`src/rtl/rotor_step_controller_if.sv`:
```
// rtl/rotor_step_controller_if.sv - letter stream handshake (valid/ready/letter)
interface rotor_step_controller_if;
    logic       valid;
    logic       ready;
    logic [4:0] letter;

    modport master (output valid, output letter, input ready);
    modport slave  (input valid, input letter, output ready);
endinterface

```
`src/rtl/rotor_step_controller.sv`:
```
// rtl/rotor_step_controller.sv - three-rotor Enigma stepping sequencer with settle/capture handshake
module rotor_step_controller #(
    parameter int NOTCH_R       = 21,
    parameter int NOTCH_M       = 4,
    parameter int SETTLE_CYCLES = 2
) (
    input  logic                    clock,
    input  logic                    reset,
    rotor_step_controller_if.slave  key,
    input  logic                    cfg_load,
    input  logic [4:0]              cfg_pos_l,
    input  logic [4:0]              cfg_pos_m,
    input  logic [4:0]              cfg_pos_r,
    output logic [4:0]              pos_l,
    output logic [4:0]              pos_m,
    output logic [4:0]              pos_r,
    output logic                    step_l,
    output logic                    step_m,
    output logic                    step_r,
    output logic [4:0]              path_letter,
    input  logic [4:0]              path_result,
    rotor_step_controller_if.master result,
    output logic                    busy
);
    localparam logic [1:0] S_IDLE   = 2'd0;
    localparam logic [1:0] S_STEP   = 2'd1;
    localparam logic [1:0] S_SETTLE = 2'd2;
    localparam logic [1:0] S_DONE   = 2'd3;

    localparam int         CW = (SETTLE_CYCLES > 1) ? $clog2(SETTLE_CYCLES) : 1;
    localparam logic [4:0] NR = 5'(NOTCH_R);
    localparam logic [4:0] NM = 5'(NOTCH_M);

    logic [1:0]    state;
    logic [CW-1:0] cnt;
    logic [4:0]    key_lat;
    logic          key_bad;

    function automatic logic [4:0] adv(input logic [4:0] p);
        return (p == 5'd25) ? 5'd0 : p + 5'd1;
    endfunction

    function automatic logic [4:0] clamp(input logic [4:0] p);
        return (p < 5'd26) ? p : 5'd0;
    endfunction

    assign key_bad   = (key_lat >= 5'd26);
    assign key.ready = (state == S_IDLE) && !cfg_load;
    assign busy      = (state != S_IDLE);

    always_ff @(posedge clock or posedge reset) begin
        if (reset) begin
            state         <= S_IDLE;
            cnt           <= '0;
            key_lat       <= 5'd0;
            pos_l         <= 5'd0;
            pos_m         <= 5'd0;
            pos_r         <= 5'd0;
            step_l        <= 1'b0;
            step_m        <= 1'b0;
            step_r        <= 1'b0;
            path_letter   <= 5'd0;
            result.letter <= 5'd0;
            result.valid  <= 1'b0;
        end else begin
            step_l <= 1'b0;
            step_m <= 1'b0;
            step_r <= 1'b0;
            case (state)
                S_IDLE: begin
                    if (cfg_load) begin
                        pos_l <= clamp(cfg_pos_l);
                        pos_m <= clamp(cfg_pos_m);
                        pos_r <= clamp(cfg_pos_r);
                    end else if (key.valid) begin
                        key_lat <= key.letter;
                        state   <= S_STEP;
                    end
                end
                S_STEP: begin
                    // Carry decisions use pre-step positions; middle double-steps on its own notch.
                    if (!key_bad) begin
                        pos_r  <= adv(pos_r);
                        step_r <= 1'b1;
                        if (pos_r == NR || pos_m == NM) begin
                            pos_m  <= adv(pos_m);
                            step_m <= 1'b1;
                        end
                        if (pos_m == NM) begin
                            pos_l  <= adv(pos_l);
                            step_l <= 1'b1;
                        end
                        path_letter <= key_lat;
                    end else begin
                        path_letter <= 5'd0;
                    end
                    cnt   <= CW'(SETTLE_CYCLES - 1);
                    state <= S_SETTLE;
                end
                S_SETTLE: begin
                    if (cnt == '0) begin
                        result.letter <= key_bad ? 5'd31 : path_result;
                        result.valid  <= 1'b1;
                        state         <= S_DONE;
                    end else begin
                        cnt <= cnt - CW'(1);
                    end
                end
                S_DONE: begin
                    if (result.ready) begin
                        result.valid <= 1'b0;
                        state        <= S_IDLE;
                    end
                end
                default: state <= S_IDLE;
            endcase
        end
    end
endmodule

```
`src/flat_wrapper.sv`:
```
// flat-port wrapper written by rule: the top's interface ports become plain ports
module rotor_step_controller_flat 
#(
    parameter int NOTCH_R       = 21,
    parameter int NOTCH_M       = 4,
    parameter int SETTLE_CYCLES = 2
)
  (clock, reset, cfg_load, cfg_pos_l, cfg_pos_m, cfg_pos_r, pos_l, pos_m, pos_r, step_l, step_m, step_r, path_letter, path_result, busy, key_valid, key_letter, key_ready, result_valid, result_letter, result_ready);
  rotor_step_controller_if key_i ();
  rotor_step_controller_if result_i ();
  input  logic clock;
  input  logic reset;
  input  logic cfg_load;
  input  logic [4:0] cfg_pos_l;
  input  logic [4:0] cfg_pos_m;
  input  logic [4:0] cfg_pos_r;
  output logic [4:0] pos_l;
  output logic [4:0] pos_m;
  output logic [4:0] pos_r;
  output logic step_l;
  output logic step_m;
  output logic step_r;
  output logic [4:0] path_letter;
  input  logic [4:0] path_result;
  output logic busy;
  input wire logic [$bits(key_i.valid)-1:0] key_valid;
  input wire logic [$bits(key_i.letter)-1:0] key_letter;
  output wire logic [$bits(key_i.ready)-1:0] key_ready;
  output wire logic [$bits(result_i.valid)-1:0] result_valid;
  output wire logic [$bits(result_i.letter)-1:0] result_letter;
  input wire logic [$bits(result_i.ready)-1:0] result_ready;
  assign key_i.valid = key_valid;
  assign key_i.letter = key_letter;
  assign key_ready = key_i.ready;
  assign result_valid = result_i.valid;
  assign result_letter = result_i.letter;
  assign result_i.ready = result_ready;
  rotor_step_controller #(.NOTCH_R(NOTCH_R), .NOTCH_M(NOTCH_M), .SETTLE_CYCLES(SETTLE_CYCLES)) u_core (.clock(clock), .reset(reset), .key(key_i), .cfg_load(cfg_load), .cfg_pos_l(cfg_pos_l), .cfg_pos_m(cfg_pos_m), .cfg_pos_r(cfg_pos_r), .pos_l(pos_l), .pos_m(pos_m), .pos_r(pos_r), .step_l(step_l), .step_m(step_m), .step_r(step_r), .path_letter(path_letter), .path_result(path_result), .result(result_i), .busy(busy));
endmodule
```
`config.mk`:
```
export PLATFORM = sky130hd
export DESIGN_NAME = rotor_step_controller_flat
export DESIGN_NICKNAME = d
export VERILOG_FILES = /design/src/rtl/rotor_step_controller_if.sv /design/src/rtl/rotor_step_controller.sv /design/src/flat_wrapper.sv
export SDC_FILE = /design/constraint.sdc
export NUM_CORES = 1
export LEC_CHECK = 0
export ABC_CLOCK_PERIOD_IN_PS = 1700
export BUFFER_PORTS_ARGS = -buffer_cell sky130_fd_sc_hd__buf_2
export CAP_MARGIN = 0
export CELL_PAD_IN_SITES_DETAIL_PLACEMENT = 0
export CELL_PAD_IN_SITES_GLOBAL_PLACEMENT = 2
export CORE_AREA = 4 4 91 93
export CTS_CLUSTER_DIAMETER = 30
export CTS_CLUSTER_SIZE = 20
export DETAILED_ROUTE_END_ITERATION = 7
export DIE_AREA = 0 0 95 97
export GPL_TIMING_DRIVEN = 1
export HOLD_SLACK_MARGIN = 0.08
export PLACE_DENSITY_LB_ADDON = 0.1
export SLEW_MARGIN = 30
export SYNTH_ARGS = -nofsm -noshare
export SYNTH_HDL_FRONTEND = slang
export SYNTH_SLANG_ARGS = --single-unit
```
`constraint.sdc`:
```
create_clock -name clock -period 1.7 [get_ports clock]
set_input_delay 0.51 -clock clock [delete_from_list [all_inputs] [get_ports clock]]
set_output_delay 0.51 -clock clock [all_outputs]
set_load 0.1 [all_outputs]
```
## After elaboration in Yosys (flattened, before gate mapping)

Cells that the tools add are included.

- Register bits after elaboration: 37
- Latch bits: 0
- Bits in writable memories: 0
- Bits in read-only memories: 0
- Output and inout port bits: 31
- Memories: 0

- $add $sub $neg: 4
- Multiply operators: 0
- Divide/modulo/power cells: 0
- $lt $le $gt $ge: 4
- Equality and inequality tests: 16
- Shifts and indexed selects: 0
- Multiplexer cells: 37
- Bitwise operators: 2
- Reductions and logical operators: 15

Operators with widths:

| cell | number |
|---|---|
| 5-bit 2-to-1 mux | 16 |
| 5-bit one-hot mux with 2 select lines | 3 |
| 5-bit == test, second input constant | 4 |
| 5-bit by 1-bit adder with 5-bit output, second input constant | 3 |
| 5-bit less-than comparator, second input constant | 3 |
| 2-bit != test, second input constant | 6 |
| 4-bit AND reduction | 3 |
| 1-bit 2-to-1 mux | 11 |
| 3-bit AND reduction | 3 |
| 2-bit 2-to-1 mux | 4 |
| 2-bit one-hot mux with 4 select lines | 1 |
| 2-bit nonzero test | 4 |
| 5-bit by 3-bit == test with 1-bit output, second input constant | 1 |
| 5-bit greater-or-equal comparator, second input constant | 1 |
| 2-bit == test, second input constant | 2 |
| 2-bit by 1-bit != test with 1-bit output, second input constant | 2 |
| 1-bit one-hot mux with 2 select lines | 2 |
| 2-bit by 1-bit == test with 1-bit output, second input constant | 1 |
| 2-bit zero test | 1 |
| 1-bit inverter | 2 |
| 2-bit AND reduction | 1 |
| 1-bit logical AND | 1 |
| 1-bit zero test | 1 |
| 1-bit logical OR | 1 |
| 1-bit subtractor, second input constant | 1 |

## Depth between registers and ports, before layout

Gate-level depths: netlist of run 1.

- Depth after elaboration: 5
- Mapped depth: 8
- Mapped depth without buffers: 7

## Least setup slack after synthesis of run 1

OpenSTA, ideal clock, no wires.

- Path type: reg2reg
- From: reg u_core.pos_m[0]
- To: reg u_core.pos_m[0]
- Arrival: 2.277 ns
- Required time: 1.574 ns
- Path slack: -0.703 ns
- Stages on the path, launching flop included: 7
- Path buffers: 0
- Period minus slack after synthesis: 2.403 ns
- Cell sequence: dfrtp_1 -> inv_1 -> ha_1 -> and4bb_4 -> o211a_4 -> o21ai_4 -> mux2_4

- Word-level cells in the longest chain between the ends: 5
- Elaborated cells on any way between the ends: 10
- Classes of those cells: 1 x add/sub; 3 x eq/ne; 4 x mux; 2 x reduce/logical

RTL lines:

| element | RTL line | RTL |
|---|---|---|
| from (decl) | rotor_step_controller.sv:15 | `output logic [4:0] pos_m,` |
| from (signal assigned) | rotor_step_controller.sv:73 | `pos_m <= clamp(cfg_pos_m);` |
| from (signal assigned) | rotor_step_controller.sv:86 | `pos_m <= adv(pos_m);` |
| 5-bit by 1-bit adder with 5-bit output / 5-bit == test (equally long branches) | rotor_step_controller.sv:40 | `return (p == 5'd25) ? 5'd0 : p + 5'd1;` |
| 5-bit 2-to-1 mux | rotor_step_controller.sv:40 |  |
| 5-bit 2-to-1 mux | rotor_step_controller.sv:85 | `if (pos_r == NR \|\| pos_m == NM) begin` |
| 5-bit 2-to-1 mux | rotor_step_controller.sv:82 | `if (!key_bad) begin` |
| 5-bit one-hot mux with 2 select lines | rotor_step_controller.sv:69 | `case (state)` |

Several ways; a longest one is shown, not always the timed one. The select of a mux whose other input is x is not followed.
A chain may end at the register's enable or synchronous reset.

## Worst setup path after layout of run 1

- From: reg u_core.state[1]
- To: out key_ready

- Word-level cells in the longest chain between the ends: 2

RTL lines:

| element | RTL line | RTL |
|---|---|---|
| from (decl) | rotor_step_controller.sv:34 | `logic [1:0] state;` |
| from (signal assigned) | rotor_step_controller.sv:53 | `state <= S_IDLE;` |
| from (signal assigned) | rotor_step_controller.sv:77 | `state <= S_STEP;` |
| from (signal assigned) | rotor_step_controller.sv:98 | `state <= S_SETTLE;` |
| 2-bit zero test | rotor_step_controller.sv:48 | `assign key.ready = (state == S_IDLE) && !cfg_load;` |
| 1-bit logical AND | rotor_step_controller.sv:48 |  |
| to (decl) | flat_wrapper.sv:28 | `output wire logic [$bits(key_i.ready)-1:0] key_ready;` |

No other way between the ends.

==> impl_metrics.csv, run 1 <==
group,metric,value,unit
drt,wl,5.83,mm
setup_path,cp_max_fo,3,
floorplanning,die-area,9220,um2
setup_path,arrival,1.29,ns
clock_tree,numClockSinks,37,
timing,clock_skew,0.00448,ns
layout,multi_input_area,1180,um2
layout,drive_above_1_share,0.517,
timing,timing.final.ws_setup,-0.100,ns
setup_path,crit_path_end_kind,"primary output",
logic_synthesis,netlist_instances,201,
global_routing,grt_pass1_vias,1968,
setup_path,critPathKind,"flip-flop to primary output",
drt,firstDrtPassIters,4,
outcome,status,"finished, violations left",
clock_tree,numCtsBuffers,5,
layout,area_delta_synth_final,57.1,%
drt,via_count,1892,
setup_path,slowest_stage,"dfrtp_1",
global_routing,track_usage,0.128,
drt,drt_iter0_drc,68,
clock_tree,cts_hold_buf,0,
timing,finalCritPeriodShare,1.06,
placed_design,io_buffers,60,
layout,layout.nets,342,
layout,utilization,0.428,
global_routing,antenna_found_initial,0,
logic_synthesis,syn_nets,242,
logic_synthesis,syn_area,2050,um2
clock_tree,cts.path.max_buffers,2,
timing,tns,-0.309,ns
drt,antenna_left,0,
timing,whs,0.263,ns
placed_design,finalWeightedCongestion,0.777,
floorplanning,fp.dieW,95,um
clock_tree,clk_root_buffer_cell,"clkbuf_8",
clock_tree,htree_levels,2,
logic_synthesis,yosys_most_used_dff,"dfrtp_1",
worst_hold_path,hold_path.class,"primary input to asynchronous set/reset pin",
logic_synthesis,synth.avg_cell_area,10.2,um2
layout,fillers,763,
placed_design,dp_worst_setup_slack,-0.0621,ns
timing,setup_viol,4,
clock_tree,cts_tree,"done",
floorplanning,die_h,97,um
drt,wl_per_cell,14.4,um
logic_synthesis,synth-seq-area-share,0.451,
timing,fmax,555,MHz
setup_path,slowest_delay,0.39,ns
logic_synthesis,synth_top_area_cell,"dfrtp_1",
logic_synthesis,netlist.area_leader.share,0.451,
timing,rsz0062_at_grt,"true",
floorplanning,io_pins,61,
drt,drt-vias-per-instance,4.68,
logic_synthesis,synth_area_leaders,"dfrtp_1 (45%), ha_1 (6.7%), o2bb2ai_1 (5.5%)",
clock_tree,clk_pin_slew,0.08,ns
logic_synthesis,synth.ff_latch_count,37,
timing,relSlewSlack,0.675,
drt,route.detailed.drc,0,
global_routing,grt_pass1_wl,9.40,mm
setup_path,path_cells,"inv_2, ha_4, nand2b_4, clkinvlp_4, buf_12",
setup_path,required,1.19,ns
timing,worst_pin_slew,0.491,ns
clock_tree,clock_latency,0.29,ns
layout,insertedDiodeCount,0,
layout,regArea,952,um2
run,cap_violations,0,
placed_design,dpl.hpwl,4.43,mm
timing,hold_viol,0,
logic_synthesis,yosys_warnings,0,
outcome,violations,"negative setup slack",
floorplanning,rows,32,
setup_path,critPathLaunchType,"flip-flop",
logic_synthesis,ys_top_cells_by_count,"dfrtp_1 (37), nand2_1 (23), o21ai_0 (18), o2bb2ai_1 (13), inv_1 (12)",
floorplanning,initial_core_util,0.273,
global_routing,grt_overflow_total,0,
global_routing,grt_max_degree,38,
logic_synthesis,synthArstFlopShare,1.00,
timing,final_max_slew_viol_count,0,
logic_synthesis,yosysUniqueCellTypes,45,
floorplanning,core,7530,um2
logic_synthesis,synth-edff-count,0,
logic_synthesis,yosysMostFrequentCell,"dfrtp_1",
timing,finalCriticalPeriod,1.80,ns
per-stage QoR:
| step | area, um2 | instances |
|---|---|---|
| after floorplan | 2140 | 201 |
| after global placement | 2960 | 390 |
| after detailed placement | 2960 | 390 |
| after CTS | 3140 | 403 |
| after global routing | 3220 | 404 |
| final | 3220 | 404 |
final cells by class:
class | count | area share
clock buffers | 5 | 0.0214
clock inverters | 3 | 0.0202
inverters | 13 | 0.0171
multi-input cells | 146 | 0.366
flip-flops and latches | 37 | 0.295
well taps | 102 | 0.0396
repair buffers | 98 | 0.240
placed cells by master (no fill, tap or decap), types with 5 or more instances in the layout:
master,Yosys,routed
buf_12,0,12
a21oi_1,8,6
inv_2,0,5
nand2_1,23,21
o21ai_0,18,14
clkbuf_8,0,5
nand3_1,8,8
inv_1,12,5
buf_4,1,33
buf_2,2,48
a31oi_1,6,5
dfrtp_2,0,9
ha_1,11,7
mux2_4,1,7
o2bb2ai_1,13,13
dfrtp_1,37,24
nor2_1,9,8
flip-flops by register name (all words and copies together) (netlist names):
register / cells
u_core.cnt: 1
u_core.key_lat: 5
u_core.path_letter: 5
u_core.pos_l: 5
u_core.pos_m: 5
u_core.pos_r: 5
u_core.result.letter: 5
u_core.result.valid: 1
u_core.state: 2
u_core.step_l: 1
u_core.step_m: 1
u_core.step_r: 1
repair_timing:
item / CTS / global route
gates resized for setup: 5 / 18
setup endpoints to repair: 9 / 25
cloned: 0 / 1
setup buffers: 5 / 0
pin swaps: 3 / 1
layer usage:
layer	vias up	GRT usage	share of wire	wire [um]
li1	949	-	-	-
met1	894	0.173	0.48	2770
met2	44	0.205	0.46	2700
met3	5	0.0327	0.052	306
met4	0	0.0266	0.0082	48
met5	-	0	0	0
worst max-delay path, delay by kind of cell, from the launching register on:
kind                     cells  cell delay (ns)
AND/OR/NAND/NOR              1             0.06
adder cells (fa/ha/maj)      1             0.17
flip-flops                   1             0.39
buffers and inverters        3             0.36
final timing paths:
path | start | endpoint | slack (ns) | cells past startpoint
min reg2reg | u_core.result.letter[2]$_DFFE_PP0P_ | u_core.result.letter[2]$_DFFE_PP0P_ | 0.48 | 2
min | reset | u_core.result.valid$_DFFE_PP0P_ | 0.26 | 3
min in group clock | key_letter[0] | u_core.key_lat[0]$_DFFE_PP0P_ | 0.45 | 2
max reg2reg | u_core.state[0]$_DFFE_PP0P_ | u_core.pos_m[0]$_DFFE_PP0P_ | -0.07 | 6
max in group asynchronous | reset | u_core.pos_m[0]$_DFFE_PP0P_ | 1.22 | 3
max | u_core.state[1]$_DFFE_PP0P_ | key_ready | -0.10 | 5
cell families after synthesis:
logic type | synth area share
AOI/OAI and AO/OA | 0.229
xor gates and xnor gates | 0.00427
adders and majority gates | 0.0671
buffers and inverters | 0.0360
DFF | 0.451
muxes | 0.0713
and+or+nand+nor | 0.141
Power of run 1 is left out: the tool's default activity adds up to more than one toggle a clock period on the data nets, which glitch-free logic cannot reach.
==> run 2, diff against run 1 <==
--- a/config.mk
+++ b/config.mk
@@ -17,7 +17,7 @@
 export DIE_AREA = 0 0 95 97
 export GPL_TIMING_DRIVEN = 1
 export HOLD_SLACK_MARGIN = 0.08
-export PLACE_DENSITY_LB_ADDON = 0.1
+export PLACE_DENSITY = 0.79
 export SLEW_MARGIN = 30
 export SYNTH_ARGS = -nofsm -noshare
 export SYNTH_HDL_FRONTEND = slang
==> impl_metrics.csv, run 2 (synthesis gave the netlist of run 1 again) <==
group,metric,value,unit
timing,hold_viol,0,
layout,stdcell_count,400,
layout,fin_area,3200,um2
clock_tree,clock_latency,0.29,ns
drt,route.detailed.drc,0,
drt,via_count,1945,
setup_path,reg2regPathDepth,10,
setup_path,crit_path_end_kind,"primary output",
timing,timing.final.ws_setup,-0.0924,ns
drt,drt-vias-per-instance,4.86,
clock_tree,cts_hold_buf,0,
drt,drt_iter0_drc,72,
timing,clock_skew,0.00733,ns
global_routing,grt_pass1_wl,9.33,mm
layout,layout.nets,338,
run,cap_violations,0,
timing,worst_pin_slew,0.489,ns
layout,utilization,0.425,
setup_path,cp_max_fo,3,
placed_design,place_inst,384,
timing,fmax,558,MHz
timing,final_max_slew_viol_count,0,
timing,finalCritPeriodShare,1.05,
timing,setup_viol,5,
clock_tree,clk_pin_slew,0.08,ns
floorplanning,initial_core_util,0.273,
floorplanning,fp.dieW,95,um
placed_design,placed_area,2890,um2
setup_path,worstReg2RegStart,"u_core.state[1]$_DFFE_PP0P_",
layout,drive_above_1_share,0.507,
drt,firstDrtPassIters,4,
floorplanning,core,7530,um2
global_routing,track_usage,0.128,
timing,rsz0062_at_grt,"true",
setup_path,reg2reg_to,"u_core.pos_m[4]$_DFFE_PP0P_",
global_routing,grt_pass1_vias,1964,
global_routing,antenna_found_initial,0,
setup_path,required,1.19,ns
clock_tree,cts_tree,"done",
floorplanning,die_h,97,um
clock_tree,htree_levels,2,
timing,relSlewSlack,0.674,
drt,wl,5.83,mm
layout,layout_common_cells,"buf_2 (47), buf_4 (32), dfrtp_1 (24)",
timing,finalCriticalPeriod,1.79,ns
clock_tree,numClockSinks,37,
setup_path,regToRegSetupSlack,-0.03,ns
setup_path,critPathKind,"flip-flop to primary output",
floorplanning,die-area,9220,um2
global_routing,grt_overflow_total,0,
layout,final_common_cell,"buf_2",
floorplanning,io_pins,61,
worst_hold_path,hold_path.class,"primary input to asynchronous set/reset pin",
placed_design,io_buffers,60,
floorplanning,rows,32,
drt,wl_per_cell,14.6,um
setup_path,critPathLaunchType,"flip-flop",
placed_design,finalWeightedCongestion,0.860,
layout,area_delta_synth_final,55.8,%
clock_tree,cts.path.max_buffers,2,
timing,tns,-0.228,ns
clock_tree,numCtsBuffers,5,
global_routing,grt_max_degree,38,
setup_path,arrival,1.28,ns
placed_design,dpl.hpwl,4.37,mm
outcome,status,"finished, violations left",
layout,insertedDiodeCount,0,
clock_tree,clk_root_buffer_cell,"clkbuf_8",
drt,antenna_left,0,
outcome,violations,"negative setup slack",
run 2: cell count changes in the layout (fill, tap and decap cells not counted), sizes merged:
cell / delta
clkinv: -1
inv: +1
buf: -4
run 2: how the worst max path moves through the flow:
stage	startpoint	endpoint	cells past startpoint
floorplan	u_core.state[0]$_DFFE_PP0P_	u_core.pos_l[0]$_DFFE_PP0P_	6
global placement	u_core.state[1]$_DFFE_PP0P_	u_core.pos_l[0]$_DFFE_PP0P_	6
detailed placement	u_core.state[1]$_DFFE_PP0P_	u_core.pos_l[1]$_DFFE_PP0P_	6
CTS	u_core.state[1]$_DFFE_PP0P_	key_ready	5
global route	u_core.state[0]$_DFFE_PP0P_	key_ready	5
finish	u_core.state[1]$_DFFE_PP0P_	key_ready	5
run 2: layer usage:
metal	vias to the layer above	global-route usage	wire length, um
li1	942	-	-
met1	931	0.164	2560
met2	57	0.203	2810
met3	15	0.0311	310
met4	0	0.0533	146
met5	-	0	0
run 2: layout make-up:
| class | instances | area, um2 |
|---|---|---|
| fill | 780 | 4330 |
| multi-input combinational | 146 | 1200 |
| sequential | 37 | 952 |
| timing repair buffer | 94 | 721 |
| tap | 102 | 128 |
| clock buffer | 5 | 68.8 |
| clock inverter | 3 | 68.8 |
| inverter | 13 | 57.6 |
run 2: what timing repair did:
| item | in CTS | in global routing |
|---|---|---|
| setup endpoints to repair | 10 | 25 |
| gates resized for setup | 5 | 19 |
| setup buffers | 6 | 2 |
| pin swaps | 2 | 5 |
run 2: metrics by stage:
stage,hold slack (ns),setup slack (ns)
after CTS,0.332,-0.0957
final,0.319,-0.0924
after floorplan,0.482,-0.250
after detailed placement,0.469,-0.0771
after global routing,0.364,-0.165
after global placement,0.460,0.0119
run 2: worst max-delay path, cell delays in order (launching register included):
cell and delay (ns):
dfrtp_1 0.38, inv_2 0.07, ha_4 0.17, nand2b_4 0.08, clkinvlp_4 0.11, buf_12 0.18
Power of run 2 is left out for the same reason.
